--- config.mk ---
export PLATFORM = sky130hd
export DESIGN_NAME = pingpong_frame_reader_flat
export DESIGN_NICKNAME = d
export VERILOG_FILES = /design/src/rtl/pingpong_frame_reader_pkg.sv /design/src/rtl/pingpong_frame_reader_if.sv /design/src/rtl/pingpong_frame_reader_skid.sv /design/src/rtl/pingpong_frame_reader.sv /design/src/flat_wrapper.sv
export SDC_FILE = /design/constraint.sdc
export NUM_CORES = 1
export LEC_CHECK = 0
export ABC_AREA = 1
export ABC_CLOCK_PERIOD_IN_PS = 4700
export BUFFER_PORTS_ARGS = -buffer_cell sky130_fd_sc_hd__buf_2
export CORE_ASPECT_RATIO = 2
export CORE_MARGIN = 2
export CORE_UTILIZATION = 62
export DETAILED_ROUTE_END_ITERATION = 16
export PLACE_DENSITY = 0.92
export SYNTH_ARGS = -nofsm -noshare
export SYNTH_HDL_FRONTEND = slang
export SYNTH_HIERARCHICAL = 1
export SYNTH_SLANG_ARGS = --single-unit
--- constraint.sdc ---
create_clock -name clk_i -period 4.7 [get_ports clk_i]
set_input_delay 0.47 -clock clk_i [delete_from_list [all_inputs] [get_ports clk_i]]
set_output_delay 0.47 -clock clk_i [all_outputs]
set_load 0.03 [all_outputs]
--- src/rtl/pingpong_frame_reader_pkg.sv ---
// Shared types and defaults for the ping-pong frame reader.
package pingpong_frame_reader_pkg;

    localparam int DEFAULT_WIDTH     = 32;
    localparam int DEFAULT_DEPTH     = 256;
    localparam int DEFAULT_CNT_WIDTH = 8;

    // Skid buffer holds at most two words: one being presented, one landing.
    localparam logic [1:0] SKID_FULL = 2'd2;

    typedef enum logic [1:0] {
        IDLE  = 2'd0,
        DRAIN = 2'd1,
        FLUSH = 2'd2
    } reader_state_t;

    // A read may be issued only while the words already held plus the word
    // still in flight leave room in the skid buffer for the new one.
    function automatic logic credit_available(input logic [1:0] fifo_count,
                                              input logic       inflight);
        return ({1'b0, fifo_count} + {2'b00, inflight}) < {1'b0, SKID_FULL};
    endfunction

endpackage

--- src/rtl/pingpong_frame_reader_if.sv ---
// Buffer-read and downstream-stream signals of the frame reader.
// The master modport is the reader's view; slave is the environment's view.
interface pingpong_frame_reader_if
    import pingpong_frame_reader_pkg::*;
#(
    parameter int WIDTH = DEFAULT_WIDTH
);
    logic signed [WIDTH-1:0] rd_data;
    logic                    rd_valid;
    logic                    rd_ready;
    logic signed [WIDTH-1:0] m_data;
    logic                    m_valid;
    logic                    m_ready;
    logic                    m_first;
    logic                    m_last;

    modport master (
        input  rd_data, rd_valid, m_ready,
        output rd_ready, m_data, m_valid, m_first, m_last
    );

    modport slave (
        output rd_data, rd_valid, m_ready,
        input  rd_ready, m_data, m_valid, m_first, m_last
    );
endinterface

--- src/rtl/pingpong_frame_reader_skid.sv ---
// Two-entry FIFO carrying {data, word index}. The head entry is held in
// dedicated registers so the downstream outputs come straight from flops.
module ram_rd_skid_buffer
    import pingpong_frame_reader_pkg::*;
#(
    parameter int WIDTH     = DEFAULT_WIDTH,
    parameter int IDX_WIDTH = 8
) (
    input  logic                    clk_i,
    input  logic                    rst_i,
    input  logic                    clear_i,
    input  logic                    push_i,
    input  logic signed [WIDTH-1:0] push_data_i,
    input  logic [IDX_WIDTH-1:0]    push_idx_i,
    input  logic                    pop_i,
    output logic signed [WIDTH-1:0] head_data_o,
    output logic [IDX_WIDTH-1:0]    head_idx_o,
    output logic                    valid_o,
    output logic [1:0]              count_o
);

    logic signed [WIDTH-1:0] head_data_q, head_data_d;
    logic signed [WIDTH-1:0] tail_data_q, tail_data_d;
    logic [IDX_WIDTH-1:0]    head_idx_q, head_idx_d;
    logic [IDX_WIDTH-1:0]    tail_idx_q, tail_idx_d;
    logic [1:0]              count_q, count_d;
    logic                    valid_q, valid_d;
    logic                    pop_ok_s;
    logic                    push_ok_s;

    // Next-state of the FIFO: clear wins, otherwise shift head/tail per push/pop.
    always_comb begin
        head_data_d = head_data_q;
        tail_data_d = tail_data_q;
        head_idx_d  = head_idx_q;
        tail_idx_d  = tail_idx_q;
        count_d     = count_q;
        pop_ok_s    = pop_i & valid_q;
        push_ok_s   = push_i & ((count_q != SKID_FULL) | pop_ok_s);

        if (clear_i) begin
            head_data_d = '0;
            tail_data_d = '0;
            head_idx_d  = '0;
            tail_idx_d  = '0;
            count_d     = 2'd0;
        end else begin
            case ({push_ok_s, pop_ok_s})
                2'b10: begin
                    if (count_q == 2'd0) begin
                        head_data_d = push_data_i;
                        head_idx_d  = push_idx_i;
                    end else begin
                        tail_data_d = push_data_i;
                        tail_idx_d  = push_idx_i;
                    end
                    count_d = count_q + 2'd1;
                end
                2'b01: begin
                    head_data_d = tail_data_q;
                    head_idx_d  = tail_idx_q;
                    count_d     = count_q - 2'd1;
                end
                2'b11: begin
                    if (count_q == 2'd1) begin
                        head_data_d = push_data_i;
                        head_idx_d  = push_idx_i;
                    end else begin
                        head_data_d = tail_data_q;
                        head_idx_d  = tail_idx_q;
                        tail_data_d = push_data_i;
                        tail_idx_d  = push_idx_i;
                    end
                end
                default: begin
                    count_d = count_q;
                end
            endcase
        end
        valid_d = (count_d != 2'd0);
    end

    // FIFO storage and occupancy registers.
    always_ff @(posedge clk_i) begin
        if (rst_i) begin
            head_data_q <= '0;
            tail_data_q <= '0;
            head_idx_q  <= '0;
            tail_idx_q  <= '0;
            count_q     <= 2'd0;
            valid_q     <= 1'b0;
        end else begin
            head_data_q <= head_data_d;
            tail_data_q <= tail_data_d;
            head_idx_q  <= head_idx_d;
            tail_idx_q  <= tail_idx_d;
            count_q     <= count_d;
            valid_q     <= valid_d;
        end
    end

    assign head_data_o = head_data_q;
    assign head_idx_o  = head_idx_q;
    assign valid_o     = valid_q;
    assign count_o     = count_q;

endmodule

--- src/rtl/pingpong_frame_reader.sv ---
// Consumer end of the ping-pong sample buffer: after each buffer-ready pulse
// it reads one frame of DEPTH words, absorbs the one-cycle RAM read latency
// through a two-entry skid buffer, and streams words out with first/last
// markers. A new pulse before the frame has drained is counted as an overrun
// and restarts reading at word 0.
module pingpong_frame_reader
    import pingpong_frame_reader_pkg::*;
#(
    parameter int WIDTH      = DEFAULT_WIDTH,
    parameter int DEPTH      = DEFAULT_DEPTH,
    parameter int ADDR_WIDTH = $clog2(DEPTH),
    parameter int CNT_WIDTH  = DEFAULT_CNT_WIDTH
) (
    input  logic                    clk_i,
    input  logic                    rst_i,
    input  logic                    buffer_ready_i,
    pingpong_frame_reader_if.master bus,
    output logic                    busy_o,
    output logic [CNT_WIDTH-1:0]    frame_count_o,
    output logic [CNT_WIDTH-1:0]    overrun_count_o,
    output logic                    overrun_o
);

    localparam int IW = ADDR_WIDTH + 1;
    localparam logic [IW-1:0]         FRAME_WORDS = IW'(DEPTH);
    localparam logic [ADDR_WIDTH-1:0] LAST_IDX    = ADDR_WIDTH'(DEPTH - 1);
    localparam logic [CNT_WIDTH-1:0]  CNT_MAX     = {CNT_WIDTH{1'b1}};

    reader_state_t           state_q, state_d;
    logic [IW-1:0]           issued_q, issued_d;
    logic [IW-1:0]           emitted_q, emitted_d;
    logic                    inflight_q, inflight_d;
    logic [ADDR_WIDTH-1:0]   inflight_idx_q, inflight_idx_d;
    logic [CNT_WIDTH-1:0]    frame_count_q, frame_count_d;
    logic [CNT_WIDTH-1:0]    overrun_count_q, overrun_count_d;
    logic                    overrun_q, overrun_d;

    logic signed [WIDTH-1:0] head_data_s;
    logic [ADDR_WIDTH-1:0]   head_idx_s;
    logic                    head_valid_s;
    logic [1:0]              fifo_count_s;
    logic                    skid_clear_s;
    logic                    rd_ready_s;
    logic                    rd_acc_s;
    logic                    m_acc_s;
    logic [IW-1:0]           emitted_next_s;
    logic                    fifo_drains_s;
    logic                    flush_done_s;
    logic                    overrun_s;

    ram_rd_skid_buffer #(
        .WIDTH     (WIDTH),
        .IDX_WIDTH (ADDR_WIDTH)
    ) u_skid (
        .clk_i       (clk_i),
        .rst_i       (rst_i),
        .clear_i     (skid_clear_s),
        .push_i      (inflight_q),
        .push_data_i (bus.rd_data),
        .push_idx_i  (inflight_idx_q),
        .pop_i       (m_acc_s),
        .head_data_o (head_data_s),
        .head_idx_o  (head_idx_s),
        .valid_o     (head_valid_s),
        .count_o     (fifo_count_s)
    );

    // Handshake qualifiers and the frame-complete / overrun decisions.
    always_comb begin
        rd_ready_s     = (state_q == DRAIN) & (issued_q < FRAME_WORDS) &
                         credit_available(fifo_count_s, inflight_q);
        rd_acc_s       = bus.rd_valid & rd_ready_s;
        m_acc_s        = head_valid_s & bus.m_ready;
        emitted_next_s = emitted_q + {{ADDR_WIDTH{1'b0}}, m_acc_s};
        // The skid buffer is empty after this cycle when nothing lands and
        // the only held word (if any) leaves now.
        fifo_drains_s  = (fifo_count_s == 2'd0) |
                         ((fifo_count_s == 2'd1) & m_acc_s);
        flush_done_s   = (state_q == FLUSH) & ~inflight_q & fifo_drains_s &
                         (emitted_next_s == FRAME_WORDS);
        // A pulse landing exactly as the frame finishes starts the next frame.
        overrun_s      = buffer_ready_i & (state_q != IDLE) & ~flush_done_s;
    end

    // Next-state logic: frame sequencing, read bookkeeping, counters.
    always_comb begin
        state_d         = state_q;
        issued_d        = issued_q + {{ADDR_WIDTH{1'b0}}, rd_acc_s};
        emitted_d       = emitted_next_s;
        inflight_d      = rd_acc_s;
        inflight_idx_d  = inflight_idx_q;
        frame_count_d   = frame_count_q;
        overrun_count_d = overrun_count_q;
        overrun_d       = 1'b0;
        skid_clear_s    = 1'b0;

        if (rd_acc_s) begin
            inflight_idx_d = issued_q[ADDR_WIDTH-1:0];
        end else begin
            inflight_idx_d = inflight_idx_q;
        end

        case (state_q)
            IDLE: begin
                if (buffer_ready_i) begin
                    state_d   = DRAIN;
                    issued_d  = '0;
                    emitted_d = '0;
                end else begin
                    state_d = IDLE;
                end
            end
            DRAIN, FLUSH: begin
                if (overrun_s) begin
                    // Abandon the partial frame: drop held and in-flight words
                    // and restart reading the freshly swapped buffer at word 0.
                    state_d      = DRAIN;
                    issued_d     = '0;
                    emitted_d    = '0;
                    inflight_d   = 1'b0;
                    skid_clear_s = 1'b1;
                    overrun_d    = 1'b1;
                    if (overrun_count_q != CNT_MAX) begin
                        overrun_count_d = overrun_count_q + {{(CNT_WIDTH-1){1'b0}}, 1'b1};
                    end else begin
                        overrun_count_d = overrun_count_q;
                    end
                end else if (state_q == DRAIN) begin
                    if (issued_d == FRAME_WORDS) begin
                        state_d = FLUSH;
                    end else begin
                        state_d = DRAIN;
                    end
                end else if (flush_done_s) begin
                    frame_count_d = frame_count_q + {{(CNT_WIDTH-1){1'b0}}, 1'b1};
                    if (buffer_ready_i) begin
                        state_d   = DRAIN;
                        issued_d  = '0;
                        emitted_d = '0;
                    end else begin
                        state_d = IDLE;
                    end
                end else begin
                    state_d = FLUSH;
                end
            end
            default: begin
                state_d      = IDLE;
                issued_d     = '0;
                emitted_d    = '0;
                inflight_d   = 1'b0;
                skid_clear_s = 1'b1;
            end
        endcase
    end

    // State, counters and the registered overrun pulse.
    always_ff @(posedge clk_i) begin
        if (rst_i) begin
            state_q         <= IDLE;
            issued_q        <= '0;
            emitted_q       <= '0;
            inflight_q      <= 1'b0;
            inflight_idx_q  <= '0;
            frame_count_q   <= '0;
            overrun_count_q <= '0;
            overrun_q       <= 1'b0;
        end else begin
            state_q         <= state_d;
            issued_q        <= issued_d;
            emitted_q       <= emitted_d;
            inflight_q      <= inflight_d;
            inflight_idx_q  <= inflight_idx_d;
            frame_count_q   <= frame_count_d;
            overrun_count_q <= overrun_count_d;
            overrun_q       <= overrun_d;
        end
    end

    assign bus.rd_ready     = rd_ready_s;
    assign bus.m_data       = head_data_s;
    assign bus.m_valid      = head_valid_s;
    assign bus.m_first      = head_valid_s & (head_idx_s == {ADDR_WIDTH{1'b0}});
    assign bus.m_last       = head_valid_s & (head_idx_s == LAST_IDX);
    assign busy_o           = (state_q != IDLE);
    assign frame_count_o    = frame_count_q;
    assign overrun_count_o  = overrun_count_q;
    assign overrun_o        = overrun_q;

endmodule
--- src/flat_wrapper.sv ---
// flat-port wrapper written by rule: the top's interface ports become plain ports
module pingpong_frame_reader_flat import pingpong_frame_reader_pkg::*;
#(
    parameter int WIDTH      = DEFAULT_WIDTH,
    parameter int DEPTH      = DEFAULT_DEPTH,
    parameter int ADDR_WIDTH = $clog2(DEPTH),
    parameter int CNT_WIDTH  = DEFAULT_CNT_WIDTH
)
  (clk_i, rst_i, buffer_ready_i, busy_o, frame_count_o, overrun_count_o, overrun_o, bus_rd_data, bus_rd_valid, bus_m_ready, bus_rd_ready, bus_m_data, bus_m_valid, bus_m_first, bus_m_last);
  pingpong_frame_reader_if #(.WIDTH(WIDTH)) bus_i ();
  input  logic clk_i;
  input  logic rst_i;
  input  logic buffer_ready_i;
  output logic busy_o;
  output logic [CNT_WIDTH-1:0] frame_count_o;
  output logic [CNT_WIDTH-1:0] overrun_count_o;
  output logic overrun_o;
  input wire logic [$bits(bus_i.rd_data)-1:0] bus_rd_data;
  input wire logic [$bits(bus_i.rd_valid)-1:0] bus_rd_valid;
  input wire logic [$bits(bus_i.m_ready)-1:0] bus_m_ready;
  output wire logic [$bits(bus_i.rd_ready)-1:0] bus_rd_ready;
  output wire logic [$bits(bus_i.m_data)-1:0] bus_m_data;
  output wire logic [$bits(bus_i.m_valid)-1:0] bus_m_valid;
  output wire logic [$bits(bus_i.m_first)-1:0] bus_m_first;
  output wire logic [$bits(bus_i.m_last)-1:0] bus_m_last;
  assign bus_i.rd_data = bus_rd_data;
  assign bus_i.rd_valid = bus_rd_valid;
  assign bus_i.m_ready = bus_m_ready;
  assign bus_rd_ready = bus_i.rd_ready;
  assign bus_m_data = bus_i.m_data;
  assign bus_m_valid = bus_i.m_valid;
  assign bus_m_first = bus_i.m_first;
  assign bus_m_last = bus_i.m_last;
  pingpong_frame_reader #(.WIDTH(WIDTH), .DEPTH(DEPTH), .ADDR_WIDTH(ADDR_WIDTH), .CNT_WIDTH(CNT_WIDTH)) u_core (.clk_i(clk_i), .rst_i(rst_i), .buffer_ready_i(buffer_ready_i), .bus(bus_i), .busy_o(busy_o), .frame_count_o(frame_count_o), .overrun_count_o(overrun_count_o), .overrun_o(overrun_o));
endmodule
==> reports/metrics.csv <==
metric,value,unit
register area share after synthesis,42.0,%
Synth Cell Area,0.00615,mm2
Reg2Reg Setup Slack,1.29,ns
HP Start,bus_rd_data[29],
pin count of the biggest net entering global routing,83,
Pwr Total,2.75,mW
CP startpoint,u_core/u_skid/valid_o,
CP Class,reg2reg,
crit path buf inv count,2,
fin cells,1070,
gr usage total,27.8,%
Worst Hold Class,in2reg,
WHS,0.287,ns
1st-iter DRT viols,339,
syn_nets,905,
cell taking the most area after synthesis,dfxtp_1,
setup violators final,0,
post-synth top area share,42.0,%
Die Span Y,145,um
Cell variety after synth,34,
number of nets in the layout,974,
Final Slew Violations,0,
Syn. warnings,6,
antenna-violating nets left,0,
CTS resizes,0,
number of global-route vias before repair,5406,
# rows,51,
Initial Utilization,63.4,%
Rel. slew slack,26.3,%
Vias/cell,5.41,
startpoint types,register,
fin crit share,72.6,%
cell count after placement,1037,
most frequent cells after synthesis,"nand2_1, dfxtp_1, a21oi_1, inv_1, nor2_1",
Post-synth EDFFs,0,
Die X-Extent,74.4,um
fmax,0.293,GHz
leakage,3.56,nW
Root Driver,clkbuf_16,
CP Capture Type,register,
final-report hold violation count,0,
total iterations of the first detailed-routing run,7,
CTS Hold Buffers Added,0,
Crit Path Max Fanout,82,
CP max stage cell,buf_4,
largest cells by area after synthesis,"dfxtp_1, nand2_1, a21oi_1",
initial antenna violation count,1,
GRT overflow,0,
power density cells,382,mW/mm2
MaxCap Viol Count,0,
clock buffer depth,2,
final instance area,0.00721,mm2
IO Port Bufs,90,
TNS Setup,0,ns
P&R area growth vs syn,17.2,%
clock sink count,129,
"count leader, synth",nand2_1,
Synth Instances,855,
Routed WL,14200,um
I/O pin cnt,91,
CP arrival,3.75,ns
worst skew pair latency,0.42,ns
CP peak stage delay,0.59,ns
share of cells above drive strength 1,17.1,%
status,finished clean,
H-tree Lvls,4,
CTS tree,yes,
Final Skew,0.00894,ns
Synth Flop Type,dfxtp_1,
Slew @ Worst Pin,1.10,ns
clk slew on worst S/H paths,0.06,ns
minimum clock period,3.41,ns
Core Region,0.00970,mm2
total number of vias,5789,
worst flop-to-flop path startpoint,u_core/u_skid/valid_o,
Mean Syn Cell Area,7.19,um2
global-route wire length before repair,23500,um
ys async rst share,0,%
crit-path cells,"nand2_1, inv_1, ha_1, ha_1, nand2_2, nand2_1, nand2_1, nor2_1, nand3_1, nor2_4, nand2_2, nand2_4, a21oi_1, nor2_4, buf_4, o21ai_1, a21oi_1",
setup bufs post-CTS,0,
routed len/inst,13.3,um
"Cell Area, Placed",0.00661,mm2
CTS buffer count,17,
VDD IR-drop max,0.000304,V
placer congestion estimate,0.904,
cell mode on critical path,nand2_1,
WP data required,5.04,ns
RSZ-0062 raised after global routing,no,
Detail Placement HPWL,9300,um
cell family with most CP delay,simple AND/OR/NAND/NOR gates,
# DRC,0,
Total Die Area,0.0108,mm2
Yosys reg bits,129,
-- cells by family (layout without fill, tap and decap cells) --
logic type / Yosys count / in the layout / share of synthesized area [%]
compound gates: 194 / 194 / 16.0
xor+xnor: 6 / 6 / 0.854
fa+ha+maj: 13 / 13 / 2.64
buf+inv: 145 / 227 / 9.60
flops: 129 / 129 / 42.0
other cells: 0 / 1 / 0
simple gates: 368 / 368 / 28.9
-- sequential cells by signal, indices dropped and copies added, names as in the netlist --
signal	flops
u_core/u_skid/head_data_o	32
u_core/inflight_q	1
u_core/overrun_o	1
u_core/u_skid/head_idx_o	8
u_core/emitted_q	9
u_core/u_skid/valid_o	1
u_core/overrun_count_o	8
u_core/inflight_idx_q	8
u_core/u_skid/tail_idx_q	8
u_core/issued_q	9
u_core/u_skid/count_o	2
u_core/state_q	2
u_core/frame_count_o	8
u_core/u_skid/tail_data_q	32
-- worst min-delay path, cell delays in order --
cell and delay, ns:
buf_2 0.09, a21oi_1 0.04, nor2_1 0.08
-- power by group --
group	total (mW)	switching, mW	internal (mW)
sequential	1.15	0.0217	1.13
combinational	0.294	0.209	0.0846
clock	1.31	0.481	0.833
total	2.75	0.712	2.04
-- placed cells by master, fill, tap and decap left out, types with 3 or more instances in the layout --
cell / netlist / routed
nand2_1: 155 / 152
dfxtp_1: 129 / 129
inv_1: 97 / 97
a21oi_1: 97 / 97
buf_2: 24 / 90
nor2_1: 85 / 84
o21ai_1: 71 / 71
nand3_1: 42 / 42
nand3b_1: 41 / 41
o21ai_0: 21 / 21
clkbuf_16: 0 / 17
ha_1: 13 / 13
nor2_4: 11 / 12
nand2_2: 7 / 10
nand4_1: 8 / 8
nor3_1: 6 / 6
buf_4: 0 / 5
nor2_2: 4 / 4
xor2_1: 4 / 4
clkinvlp_4: 0 / 3
clkinv_4: 0 / 3
clkinv_2: 0 / 3
bufinv_16: 0 / 3
inv_2: 3 / 3
-- worst paths after layout --
kind                                                      end  cells past startpoint
worst max-delay path            u_core/u_skid/head_data_o[10]                     17
worst min-delay path            u_core/u_skid/tail_data_q[29]                      3
worst max register to register  u_core/u_skid/head_data_o[10]                     17
worst min register to register      u_core/overrun_count_o[1]                      2
-- final cells by class --
class | instances | area (um2)
fillers | 728 | 2490
diodes | 1 | 2.50
well taps | 132 | 165
multi-input cells | 581 | 3000
clock buffers | 19 | 433
flip-flops and latches | 129 | 2580
clock inverters | 13 | 163
inverters | 100 | 375
repair buffers | 95 | 488
-- layer usage --
metal | up-vias | part of all wire [%] | global-route usage, %
met3 | 39 | 4.1 | 6.37
met2 | 149 | 57 | 51.6
met5 | - | 0 | 0
met1 | 2673 | 36 | 28.0
li1 | 2928 | - | -
met4 | 0 | 3.0 | 13.4
-- metrics by stage --
step,utilization (%),worst slack (ns)
floorplan,-,0.927
global placement,68.2,1.52
detailed placement,68.2,1.41
CTS,74.3,1.35
global route,74.3,0.999
finish,74.3,1.29
Note: power is estimated with default switching activity, not from simulation.
